File: src/rtl/split_rr_arbiter.sv
// Round-robin bus arbiter for 2 masters / 3 slaves with split-transaction parking
// and a per-tenure timeout watchdog. All outputs come straight from registers.
module split_rr_arbiter #(
    parameter int TIMEOUT = 1024,
    parameter int CNT_W   = 10
) (
    input  logic       sys_clk,
    input  logic       sys_rst,
    input  logic       m1_request,
    input  logic       m2_request,
    input  logic [1:0] m1_slave_sel,
    input  logic [1:0] m2_slave_sel,
    input  logic       trans_done,
    input  logic       s1_slave_split_en,
    input  logic       s2_slave_split_en,
    input  logic       s3_slave_split_en,
    output logic       m1_grant,
    output logic       m2_grant,
    output logic [1:0] bus_grant,
    output logic [1:0] slave_sel,
    output logic       arbiter_busy,
    output logic       bus_busy,
    output logic       split_pending,
    output logic       timeout_err
);

    // state | meaning
    // IDLE  | bus free; arbitrate (resume parked master first, else round-robin)
    // OWNED | one master holds the bus until done, abort, split park or timeout
    typedef enum logic {IDLE, OWNED} state_t;

    localparam logic M1 = 1'b0;
    localparam logic M2 = 1'b1;
    localparam logic [CNT_W-1:0] TC = CNT_W'(TIMEOUT - 1);

    state_t           state_q, state_d;
    logic             owner_q, owner_d;
    logic             last_q, last_d;
    logic [1:0]       sel_q, sel_d;
    logic             pend_q, pend_d;
    logic             pmaster_q, pmaster_d;
    logic [1:0]       pslave_q, pslave_d;
    logic [CNT_W-1:0] cnt_q, cnt_d;
    logic             terr_q, terr_d;

    logic [3:0] split_vec;
    logic       owner_req;
    logic       parked_req;
    logic       m1_elig;
    logic       m2_elig;

    // Index 0 is the invalid slave code and never requests a split.
    assign split_vec  = {s3_slave_split_en, s2_slave_split_en, s1_slave_split_en, 1'b0};
    assign owner_req  = (owner_q == M2) ? m2_request : m1_request;
    assign parked_req = (pmaster_q == M2) ? m2_request : m1_request;

    assign m1_elig = m1_request && (m1_slave_sel != 2'b00)
                     && !(pend_q && pmaster_q == M1)
                     && !(pend_q && pmaster_q == M2 && m1_slave_sel == pslave_q);
    assign m2_elig = m2_request && (m2_slave_sel != 2'b00)
                     && !(pend_q && pmaster_q == M2)
                     && !(pend_q && pmaster_q == M1 && m2_slave_sel == pslave_q);

    always_ff @(posedge sys_clk or negedge sys_rst) begin
        if (!sys_rst) begin
            state_q   <= IDLE;
            owner_q   <= M1;
            last_q    <= M2;
            sel_q     <= 2'b00;
            pend_q    <= 1'b0;
            pmaster_q <= M1;
            pslave_q  <= 2'b00;
            cnt_q     <= '0;
            terr_q    <= 1'b0;
        end else begin
            state_q   <= state_d;
            owner_q   <= owner_d;
            last_q    <= last_d;
            sel_q     <= sel_d;
            pend_q    <= pend_d;
            pmaster_q <= pmaster_d;
            pslave_q  <= pslave_d;
            cnt_q     <= cnt_d;
            terr_q    <= terr_d;
        end
    end

    always_comb begin
        state_d   = state_q;
        owner_d   = owner_q;
        last_d    = last_q;
        sel_d     = sel_q;
        pend_d    = pend_q;
        pmaster_d = pmaster_q;
        pslave_d  = pslave_q;
        cnt_d     = cnt_q;
        terr_d    = 1'b0;

        case (state_q)
            IDLE: begin
                cnt_d = '0;
                sel_d = 2'b00;
                if (pend_q && !split_vec[pslave_q]) begin
                    // Slave has freed up: resume the parked master, or drop a stale record.
                    pend_d    = 1'b0;
                    pslave_d  = 2'b00;
                    pmaster_d = M1;
                    if (parked_req) begin
                        state_d = OWNED;
                        owner_d = pmaster_q;
                        sel_d   = pslave_q;
                    end
                end else if (m1_elig && (!m2_elig || last_q == M2)) begin
                    state_d = OWNED;
                    owner_d = M1;
                    sel_d   = m1_slave_sel;
                end else if (m2_elig) begin
                    state_d = OWNED;
                    owner_d = M2;
                    sel_d   = m2_slave_sel;
                end
            end
            OWNED: begin
                cnt_d = (cnt_q == '1) ? cnt_q : cnt_q + 1'b1;
                if (trans_done || !owner_req) begin
                    state_d = IDLE;
                    last_d  = owner_q;
                    sel_d   = 2'b00;
                end else if (split_vec[sel_q] && !pend_q) begin
                    // Park without touching last_served so fairness is unaffected.
                    state_d   = IDLE;
                    pend_d    = 1'b1;
                    pmaster_d = owner_q;
                    pslave_d  = sel_q;
                    sel_d     = 2'b00;
                end else if (cnt_q == TC) begin
                    state_d = IDLE;
                    last_d  = owner_q;
                    sel_d   = 2'b00;
                    terr_d  = 1'b1;
                end
            end
            default: begin
                state_d = IDLE;
                sel_d   = 2'b00;
            end
        endcase
    end

    assign m1_grant      = (state_q == OWNED) && (owner_q == M1);
    assign m2_grant      = (state_q == OWNED) && (owner_q == M2);
    assign bus_grant     = {m2_grant, m1_grant};
    assign slave_sel     = sel_q;
    assign bus_busy      = m1_grant || m2_grant;
    assign arbiter_busy  = (state_q == OWNED) || pend_q;
    assign split_pending = pend_q;
    assign timeout_err   = terr_q;

endmodule

File: config.mk
export PLATFORM = sky130hd
export DESIGN_NAME = split_rr_arbiter
export DESIGN_NICKNAME = d
export VERILOG_FILES = /design/src/rtl/split_rr_arbiter.sv
export SDC_FILE = /design/constraint.sdc
export NUM_CORES = 1
export LEC_CHECK = 0
export CAP_MARGIN = 40
export CORE_MARGIN = 4
export CORE_UTILIZATION = 29
export DETAILED_ROUTE_END_ITERATION = 8
export RECOVER_POWER = 100
export SYNTH_ARGS = -nofsm -noshare
export SYNTH_HDL_FRONTEND = slang
export SYNTH_SLANG_ARGS = --single-unit
File: constraint.sdc
create_clock -name sys_clk -period 1.8 [get_ports sys_clk]
set_clock_uncertainty 0.1 [all_clocks]
set_input_delay 0.18 -clock sys_clk [delete_from_list [all_inputs] [get_ports sys_clk]]
set_output_delay 0.18 -clock sys_clk [all_outputs]
set_load 0.005 [all_outputs]
==> results.ini, run 1 <==
[status]
status=finished with violations
violations=setup timing

[clock_network]
htreeDepth=1
clock_latency_ns=0.25
cts_tree=done
clock_path_buffers=2
cts_num_sinks=20
cts_hold_buf=0
cts.clk_slew.worst_paths_ns=0.08
cts_buffers=3
cts_root_buffer=clkbuf_8

[logic_synthesis]
synthesis.instances=138
ys.flop_type=dfrtp_1
syn_area_per_cell_um2=9.28
yosys.area.top_type=dfrtp_1
synth_adder_area_share_pct=0.978
synthArstFlopShare_pct=100
muxShareOfSynthArea_pct=5.96
synth-xor-area-share_pct=4.79
synth_top_cells_by_area=dfrtp_1 (37%), xnor2_1 (4.1%), a21oi_1 (3.9%)
synth_edf_count=0
synthSimpleGateAreaFrac_pct=21.1
yosysWarnings=0
mappedNetlistNets=151
ys_ff_latch=20
synth_cell_types=47
synth-compound-area-share_pct=21.2
synth_top_family_by_area=compound AO/OA/AOI/OAI gates
syn_area_um2=1280
yosysTopAreaCellShare_pct=37.1
yosysSeqAreaShare_pct=39.2

[global_route]
overflow=0
grt_usage_pct=12.7
grt_pass1_vias=1221
grt_pass1_wl_mm=5.51
antenna_found_initial=0
grt_max_degree=21

[timing]
finalCriticalPeriod_ns=1.84
hold_viol_final=0
fmax_ghz=0.542
setup_viol=3
worst_pin_slew_ns=1.07
final.period_utilization_pct=102
setup_ws_ns=-0.0444
whs_ns=0.478
maxSlewViolCount=0
rsz0062_at_grt=yes
max_slew_margin_pct=28.5

[routing]
wirelength_mm=3.37
drc=0
drt_iter0_drc=58
ant_nets=0
vias=1222
drt-pass1-iter-count=4
routed_via_density=5.18
wire_per_inst_um=14.3

[die]
dieArea_um2=5540
die_w_um=74.4
io_pins=22
fp-row-count=23
core_region_area_um2=4140
die_h_um=74.4
start_util_pct=30.9

[layout]
multi_input_area_um2=764
syn2layout_area_growth_pct=45.5
layout-drive-gt1-share_pct=37.1
mostFrequentLayoutCells=buf_4 (30), dfrtp_1 (17), clkdlybuf4s50_1 (17)
mostFrequentLayoutCell=buf_4
seq_area_um2=504
design_area_um2=1860
nets=200
n_antenna_cell=0
fillerInstances=399

[setup_path]
start_kind=flop
crit_fanout=7
endpoint_kind=flop
arrival_ns=1.93
criticalPathCategory=flop to flop
required_ns=1.89

[power_and_ir_drop]
p_leak_nw=0.803
total_power_w=0.00215
max-vdd-ir-drop_mv=0.455
powerDensity_nw_per_um2=1150

[flow_run]
cap_viol_max_count=0

[placement]
gpl.final_weighted_congestion=0.872
place_area_um2=1700
io_buffer_count=21
hpwl_mm=2.54

[worst_hold_path]
hold_class=flop to flop

power by group:
| part | switching [W] | total (W) | internal [W] |
|---|---|---|---|
| registers | 0.000114 | 0.000678 | 0.000565 |
| logic | 0.000503 | 0.00113 | 0.000623 |
| clock network | 0.000148 | 0.000343 | 0.000194 |
| total | 0.000766 | 0.00215 | 0.00138 |
what timing repair did:
action	CTS	global route
setup endpoints to repair	6	16
pin swaps	5	9
gates resized for setup	7	14
gates cloned	0	0
setup buffers	2	3
metrics by stage:
step	util [%]	setup slack, ns	TNS, ns	std cells
after floorplan	-	-0.0839	-0.191	138
after global routing	44.9	-0.0965	-0.765	236
after detailed placement	41.1	-0.204	-0.705	227
after global placement	41.1	-0.152	-0.370	227
final	44.9	-0.0444	-0.0741	236
after CTS	43.3	-0.0599	-0.149	233
Yosys cell counts (all sizes together) (2+ instances only):
cell type and number:
a21oi 10, a22o 4, a311oi 2, and2 3, and3 4, buf 6
clkbuf 4, dfrtp 19, inv 4, mux2 2, mux2i 5, nand2 7
nand2b 2, nand3 5, nand3b 2, nor2 12, nor2b 2, nor3 4
o211ai 4, o21ai 9, o21bai 2, or3 2, or4 3, xnor2 6
state kept, by name, indices dropped and copies added, names as in the netlist:
name and count:
pmaster_q 1, pslave_q 2, timeout_err 1, split_pending 1, state_q 1, last_q 1
cnt_q 10, owner_q 1, slave_sel 2
critical path, cell delays in order, from the launching register on:
cell and delay [ns]:
dfrtp_1 0.36, ha_2 0.19, nand2_2 0.06, or4_4 0.56
o21ai_2 0.13, nand2_1 0.08, mux2_4 0.30
per-layer routing:
metal  vias to the layer above  GRT usage [%]  routed length, µm
li1                        593              -                  -
met4                         0           2.57                 18
met1                       586           17.1               1520
met2                        40           20.8               1640
met3                         3           2.97                188
met5                         -              0                  0
cells by family after synthesis:
kind of cell             after synthesis
multiplexers                           7
adder cells (fa/ha/maj)                1
flip-flops                            20
AO/OA/AOI/OAI                         40
XOR/XNOR                               7
AND/OR/NAND/NOR                       48
buffers and inverters                 15
cell type report:
class | instances | share of cell area [%]
inverters | 5 | 1.01
clock buffers | 4 | 2.96
flip-flops and latches | 20 | 27.1
multi-input cells | 103 | 41.1
well taps | 50 | 3.36
repair buffers | 54 | 24.5
worst paths after layout:
check	start	to	slack, ns	depth (start not counted)
max	cnt_q[0]	last_q	-0.04	6
max reg2reg	cnt_q[0]	last_q	-0.04	6
min in group asynchronous	sys_rst	timeout_err	0.54	2
min	cnt_q[6]	cnt_q[6]	0.48	2
max in group asynchronous	sys_rst	split_pending	0.35	2
min reg2reg	cnt_q[6]	cnt_q[6]	0.48	2
Power figures use the tool's default switching activity.
==> run 2, diff against run 1 <==
--- a/config.mk
+++ b/config.mk
@@ -6,7 +6,8 @@
 export NUM_CORES = 1
 export LEC_CHECK = 0
 export CAP_MARGIN = 40
-export CORE_MARGIN = 4
+export CORE_ASPECT_RATIO = 0.7
+export CORE_MARGIN = 2
 export CORE_UTILIZATION = 29
 export DETAILED_ROUTE_END_ITERATION = 8
 export RECOVER_POWER = 100
==> run 2 against run 1 <==
  * Combinational power is 4% lower
  * Critical path type unchanged
  * Via count decreased by 4.7%
  * The run still ends with setup timing left
  * Register-to-register slack lost 0.03 ns
==> results.ini, run 2 (synthesis gave the netlist of run 1 again) <==
[status]
status=finished with violations
violations=setup timing

[layout]
mostFrequentLayoutCells=buf_4 (26), clkdlybuf4s50_1 (19), dfrtp_1 (16)
largest_reg_flops=10  ; unchanged
nets=195  ; -2.5%
fillerInstances=397  ; -0.50%
design_area_um2=1830  ; -1.7%
mostFrequentLayoutCell=buf_4
layout-drive-gt1-share_pct=30.9  ; -6.2 points
syn2layout_area_growth_pct=43.0
top_register=cnt_q
n_antenna_cell=0  ; unchanged

[routing]
vias=1165  ; -4.7%
drt_iter0_drc=94  ; +62%
wire_per_inst_um=13.5  ; -5.2%
ant_nets=0  ; unchanged
routed_via_density=4.94  ; -4.7%
drt-pass1-iter-count=4  ; unchanged
drc=0  ; unchanged
wirelength_mm=3.19  ; -5.2%

[worst_hold_path]
min_from=cnt_q[6]
hold_class=flop to flop
hold_path_depth=2  ; unchanged
hold_end=cnt_q[6]

[die]
io_pins=22  ; unchanged
core_region_area_um2=4280  ; +3.3%
die_h_um=59.6  ; -20%
start_util_pct=29.9  ; -0.98 points
dieArea_um2=4970  ; -10%
fp-row-count=20  ; -13%
die_w_um=83.4  ; +12%

[timing]
fmax_ghz=0.535  ; -1.4%
rsz0062_at_grt=yes
hold_viol_final=0  ; unchanged
max_slew_margin_pct=29.4  ; +0.93 points
whs_ns=0.472  ; -0.00600 ns
worst_pin_slew_ns=1.06  ; -0.0140 ns
fin_setup_tns_ns=-0.198  ; -0.124 ns
setup_viol=5  ; +2
final.period_utilization_pct=104  ; +1.4 points
setup_ws_ns=-0.0704  ; -0.0260 ns
maxSlewViolCount=0  ; unchanged
finalCriticalPeriod_ns=1.87  ; +0.0260 ns

[clock_network]
cts.clk_slew.worst_paths_ns=0.07  ; about the same
htreeDepth=1  ; unchanged
cts_root_buffer=clkbuf_8
cts_num_sinks=20  ; unchanged
cts_hold_buf=0  ; unchanged
cts_buffers=3  ; unchanged
clock_latency_ns=0.26  ; about the same
cts_tree=done
clock_path_buffers=2  ; unchanged

[global_route]
grt_pass1_wl_mm=5.38  ; -2.3%
antenna_found_initial=0  ; unchanged
overflow=0  ; unchanged
grt_max_degree=21  ; unchanged
grt_usage_pct=14.0  ; +1.4 points
grt_pass1_vias=1134  ; -7.1%

[placement]
place_area_um2=1700  ; -0.51%
gpl.final_weighted_congestion=0.887  ; +1.7%
io_buffer_count=21  ; unchanged
place_ws_ns=-0.224  ; -0.0205 ns
hpwl_mm=2.42  ; -4.9%

[power_and_ir_drop]
max-vdd-ir-drop_mv=0.815  ; +79%
total_power_w=0.00214  ; -0.55%
p_leak_nw=0.784  ; -2.3%
powerDensity_nw_per_um2=1170  ; +1.1%

[setup_path]
timing.rr.end=cnt_q[3]
required_ns=1.85  ; -0.04 ns
arrival_ns=1.92  ; about the same
reg2reg_setup_slack_ns=-0.07  ; -0.03 ns
crit_fanout=7  ; unchanged
start_kind=flop
timing.rr.start=cnt_q[0]
rr_worst_depth=6  ; unchanged
endpoint_kind=flop
criticalPathCategory=flop to flop

[flow_run]
cap_viol_max_count=0  ; unchanged

## run 2: cell types whose count changed in the layout (fill, tap and decap cells not counted), sizes merged
cell           previous run  this run
clkdlybuf4s50            17        19
clkbuf                    6         5
dlygate4sd3               3         1
buf                      31        27
## run 2: routing by layer
layer | vias to the layer above | routed length, µm | global-route usage [%]
met5 | - | 0 | 0
met4 | 0 | 42 | 4.22
met3 | 5 | 190 | 3.90
met2 | 30 | 1330 | 22.2
met1 | 542 | 1630 | 19.0
li1 | 588 | - | -
## run 2: final cells by class
type / instances / area [µm²] / share of cell area (%)
sequential: 20 / 505 / 27.6
multi-input combinational: 103 / 763 / 41.7
inverter: 5 / 18.8 / 1.03
tap: 55 / 68.8 / 3.76
timing repair buffer: 49 / 419 / 22.9
clock buffer: 4 / 55.1 / 3.01
## run 2: where the power goes
part | total (W) | internal, W | switching, W
registers | 0.000703 | 0.000568 | 0.000135
clock network | 0.000340 | 0.000195 | 0.000145
logic | 0.00109 | 0.000624 | 0.000469
total | 0.00214 | 0.00139 | 0.000749
## run 2: metrics by stage
step                      cells  utilization (%)
after floorplan             138                -
final                       236             42.8
after detailed placement    230             39.6
after CTS                   235             41.3
after global routing        236             42.8
after global placement      230             39.6
## run 2: worst max path at each step
stage / start / end
6_report: cnt_q[0] / cnt_q[3]
3_3_place_gp: m1_slave_sel[0] / slave_sel[1]
5_1_grt: cnt_q[0] / cnt_q[3]
4_1_cts: cnt_q[1] / cnt_q[3]
2_1_floorplan: cnt_q[0] / last_q
3_5_place_dp: m1_slave_sel[0] / slave_sel[1]
## run 2: what timing repair did
action,in CTS,in global routing
setup buffers,1,1
cloned,0,0
resized for setup,4,12
pin swaps,2,8
endpoints found under the setup margin,8,16
## run 2: critical path, cell delays in order, from the launching register on
cell     delay, ns
dfrtp_1       0.39
ha_4          0.15
nand2_2       0.05
or4_4         0.59
or2b_4        0.25
xor2_1        0.17
nor2_1        0.05
==> RTL edit 1 (config.mk and constraints of run 2) <==
Register the output `timeout_err` once more; this adds one clock of latency there. The other outputs are not delayed to match.
--- a/src/rtl/split_rr_arbiter.sv
+++ b/src/rtl/split_rr_arbiter.sv
@@ -154,7 +154,9 @@
     assign bus_busy      = m1_grant || m2_grant;
     assign arbiter_busy  = (state_q == OWNED) || pend_q;
     assign split_pending = pend_q;
-    assign timeout_err   = terr_q;
+    always_ff @(posedge sys_clk) begin
+        timeout_err <= terr_q;
+    end
 
 endmodule
 
Behaviour: same outputs for any inputs over 10 cycles, from zero or initial values and one cycle with sys_rst low; that may be too few to reach the edited logic, so the function may still have changed.
==> RTL edit 1 against run 2 <==
The run still ends with negative setup slack left. Sequential cell count is 1 higher. Wire length is 9.2% higher. Cell count is 2.5% higher. Non-clock buffer count is 5 higher. Cell area is 3.3% higher. Worst setup slack better by 0.034 ns. Fmax is 1.9% higher. Power is 0.35% higher. Sequential power is 2% higher. Area after synthesis is 1.6% higher. Utilization is 0.89 points higher. Sequential share of layout area is 0.18 points higher. Critical endpoint is now last_q. Largest power group unchanged.
==> RTL edit 1: results (changes against run 2) <==
- Clock insertion delay at the later pin of the skew report: 0.26 ns (about the same)
- Root buffer cell: sky130_fd_sc_hd__clkbuf_8 (unchanged)
- Net Sw Frac: 35.5% (was 35.1%)
- Number of global-route vias before repair: 1184 (was 1134)
- Share of layout cells above drive strength 1: 33.7% (was 30.9%)
- Number of nets in the final layout: 201 (was 195)
- Placer congestion estimate: 0.848 (was 0.887)
- Hold path startpoint: terr_q (was cnt_q[6])
- Sum of routed wire length over all layers: 3490 um (was 3190 um)
- Post-route worst setup slack: -0.0362 ns (was -0.0704 ns)
- Most numerous cell types in the synthesized netlist: sky130_fd_sc_hd__dfrtp_1 (19), sky130_fd_sc_hd__nor2_1 (12), sky130_fd_sc_hd__a21oi_1 (10), sky130_fd_sc_hd__o21ai_0 (8), sky130_fd_sc_hd__nand2_1 (7) (unchanged)
- Failing checks: negative setup slack (unchanged)
- Max IR drop VDD: 0.566 mV (was 0.815 mV)
- Number of filler instances in the final layout: 418 (was 397)
- Global-route wire length before repair: 5690 um (was 5380 um)
- Result of the run: finished with violations (unchanged)
- Library cells used by synthesis: 48 (was 47)
- Cell types with the largest area share after synthesis: sky130_fd_sc_hd__dfrtp_1 (37%), sky130_fd_sc_hd__xnor2_1 (4.0%), sky130_fd_sc_hd__a21oi_1 (3.8%) (was sky130_fd_sc_hd__dfrtp_1 (37%), sky130_fd_sc_hd__xnor2_1 (4.1%), sky130_fd_sc_hd__a21oi_1 (3.9%))
- Setup tns final: -0.133 ns (was -0.198 ns)
- GR Util All Layers: 14.4% (was 14.0%)
- Pre-CTS setup slack: -0.198 ns (was -0.224 ns)
- Critical Path Source: cnt_q[1] (was cnt_q[0])
- Crit path max fanout: 6 (was 7)
- Number of violations reported at the end of detailed-routing iteration 0: 93 (was 94)
- Mean number of vias per cell: 5.12 (was 4.94)
- Clock buffers created by TritonCTS: 3 (unchanged)
- Number of nets in the synthesized netlist: 152 (was 151)
- Maximum clock path buffer count: 2 (unchanged)
- Leakage dissipation: 0.821 nW (was 0.784 nW)
- Final setup violation count: 6 (was 5)
[RTL edit 1: changes by cell type after synthesis, sizes merged]
cell / before / now
dfxtp: 0 / 1
[RTL edit 1: cell families after synthesis]
| family | count (synthesis) | share of synthesized area (%) |
|---|---|---|
| compound gates | 40 | 20.9 |
| xor+xnor | 7 | 4.72 |
| fa+ha+maj | 1 | 0.962 |
| buf+inv | 15 | 6.64 |
| flops | 21 | 40.1 |
| mux | 7 | 5.87 |
| simple gates | 48 | 20.8 |
[RTL edit 1: cell type report]
cell class / count / area, um2 / area share, %
Multi-Input combinational cell: 103 / 757 / 40.0
Clock buffer: 4 / 45.0 / 2.38
Sequential cell: 21 / 526 / 27.8
Timing Repair Buffer: 54 / 475 / 25.1
Inverter: 5 / 18.8 / 0.993
Tap cell: 55 / 68.8 / 3.64
[RTL edit 1: timing repair]
action	4_1_cts	5_1_grt
pin swaps	4	14
buffers inserted	2	3
resized for setup	4	17
endpoints found under the setup margin	9	17
[RTL edit 1: power groups by stage]
stage          clock network [W]  logic (W)  registers [W]
2_1_floorplan                  0   0.000604       0.000670
3_3_place_gp                   0    0.00100       0.000708
3_5_place_dp                   0    0.00102       0.000714
4_1_cts                 0.000321    0.00103       0.000706
5_1_grt                 0.000339    0.00122       0.000730
6_report                0.000309    0.00112       0.000715
[RTL edit 1: metal layers]
metal | share of wire (%) | vias to the layer above | wire length, um | GRT usage, %
li1 | - | 602 | - | -
met3 | 5.8 | 5 | 201 | 3.73
met2 | 47 | 28 | 1650 | 24.0
met4 | 1.1 | 0 | 39 | 3.46
met1 | 46 | 605 | 1590 | 19.0
met5 | 0 | - | 0 | 0
[RTL edit 1: critical path, stage by stage (launching register included)]
cell and delay [ns]:
sky130_fd_sc_hd__dfrtp_1 0.36, sky130_fd_sc_hd__ha_2 0.19, sky130_fd_sc_hd__nand2_2 0.06, sky130_fd_sc_hd__or4_4 0.56
sky130_fd_sc_hd__o21ai_2 0.13, sky130_fd_sc_hd__nand2_1 0.07, sky130_fd_sc_hd__mux2_4 0.30
[RTL edit 1: final timing paths]
kind,end,slack [ns],cells past startpoint
max,last_q,-0.04,6
min,timeout_err,0.25,0
max reg2reg,last_q,-0.04,6
min reg2reg,timeout_err,0.25,0
max in group asynchronous,owner_q,0.38,2
min in group asynchronous,slave_sel[1],0.52,2
[RTL edit 1: through the flow]
step           total power (W)  cell area [um2]  cells
6_report               0.00214             1890    242
5_1_grt                0.00229             1890    242
4_1_cts                0.00206             1810    239
3_5_place_dp           0.00173             1730    233
3_3_place_gp           0.00171             1730    233
2_1_floorplan          0.00127             1310    139
==> RTL edit 2 (settings of run 2) <==
Made on the original files. Set the parameter `CNT_W` to 5 (it was 10).
--- a/src/rtl/split_rr_arbiter.sv
+++ b/src/rtl/split_rr_arbiter.sv
@@ -2,7 +2,7 @@
 // and a per-tenure timeout watchdog. All outputs come straight from registers.
 module split_rr_arbiter #(
     parameter int TIMEOUT = 1024,
-    parameter int CNT_W   = 10
+    parameter int CNT_W   = 5
 ) (
     input  logic       sys_clk,
     input  logic       sys_rst,
Function: same outputs for any inputs over 10 cycles, from zero or initial values and one cycle with sys_rst low; that may be too few to reach the edited logic, so the function may still have changed.
==> RTL edit 2 against run 2 <==
Area after synthesis is 25% lower. Highest routed layer unchanged. Wire length is 21% lower. Count of clock-buffer cells in the layout stayed put. Worst setup slack better by 0.020 ns. Utilization is 1.3 points higher. Power is 17% lower. Critical path depth is 1 lower. The flow still finishes with violations (negative setup slack). Via count is 20% lower. Sequential cell count is 5 lower. Cell area is 24% lower.
==> RTL edit 2: results (changes against run 2) <==
- Number of filler instances in the final layout: 314 (was 397)
- Max FFs per register: 5 (was 10)
- Most numerous cell types in the synthesized netlist: sky130_fd_sc_hd__dfrtp_1 (14), sky130_fd_sc_hd__nor2_1 (14), sky130_fd_sc_hd__a21oi_1 (6), sky130_fd_sc_hd__mux2i_1 (6), sky130_fd_sc_hd__xor2_1 (6) (was sky130_fd_sc_hd__dfrtp_1 (19), sky130_fd_sc_hd__nor2_1 (12), sky130_fd_sc_hd__a21oi_1 (10), sky130_fd_sc_hd__o21ai_0 (8), sky130_fd_sc_hd__nand2_1 (7))
- Post-route worst setup slack: -0.0500 ns (was -0.0704 ns)
- Placer congestion estimate: 0.937 (was 0.887)
- Number of violations reported at the end of detailed-routing iteration 0: 39 (was 94)
- Internal Dissipation: 0.00113 W (was 0.00139 W)
- Setup tns final: -0.0500 ns (was -0.198 ns)
- Slowest stage cell, crit path: sky130_fd_sc_hd__dfrtp_1 (was sky130_fd_sc_hd__or4_4)
- Maximum single-stage delay on the critical path: 0.42 ns (was 0.59 ns)
- Seq/Total Area, Yosys: 39.3% (was 39.2%)
- Number of cells after detailed placement: 172 (was 230)
- GR Util All Layers: 14.4% (was 14.0%)
- Combinational logic power: 0.000934 W (was 0.00109 W)
- Leakage dissipation: 0.640 nW (was 0.784 nW)
- Final Non-Filler Cells: 179 (was 236)
- Met2 Resource Use GR: 21.5% (was 22.2%)
- Number of global-route vias before repair: 825 (was 1134)
- Result of the run: finished with violations (unchanged)
- Max IR drop VDD: 0.594 mV (was 0.815 mV)
- Final setup violation count: 1 (was 5)
- Met2 wire len: 1130 um (was 1330 um)
- Dominant delay contributor by cell family on the critical path: compound AO/OA/AOI/OAI gates (was simple AND/OR/NAND/NOR gates)
- Worst hold-check slack: 0.434 ns (was 0.472 ns)
- Hold path startpoint: cnt_q[4] (was cnt_q[6])
- Area occupied by registers: 377 um2 (was 505 um2)
- Clock distribution area overhead in the final layout: 3.25% (was 3.01%)
- CP Capture Point: slave_sel[1] (was cnt_q[3])
- Global-route wire length before repair: 4050 um (was 5380 um)
- Failing checks: negative setup slack (unchanged)
- Plain + repair buffers: 44 (was 49)
- Reg-to-reg critical path startpoint: pslave_q[0] (was cnt_q[0])
- Wire length on met3: 121 um (was 190 um)
==> RTL edit 2: cell count changes after synthesis, sizes merged, moves of 4 or more <==
cell,before,now
o21ai,9,4
nand3,5,1
dfrtp,19,14
a21oi,10,6
xnor2,6,1
xor2,1,6
==> RTL edit 2: worst min-delay path: stages, from the launching register on <==
cell and delay [ns]:
sky130_fd_sc_hd__dfrtp_1 0.34, sky130_fd_sc_hd__mux2i_1 0.07, sky130_fd_sc_hd__nor2_1 0.08
==> RTL edit 2: cells by family after synthesis <==
logic type	Yosys count	share of synthesized area (%)
and+or+nand+nor	32	16.5
AOI/OAI and AO/OA	24	18.3
DFF	15	39.3
muxes	11	12.2
buffers and inverters	8	4.70
xor gates and xnor gates	7	6.41
adders and majority gates	2	2.61
==> RTL edit 2: repair_timing <==
item / CTS / global route
gates cloned: 0 / 0
buffers inserted: 0 / 3
endpoints found under the setup margin: 2 / 10
resized for setup: 1 / 5
pin swaps: 0 / 3
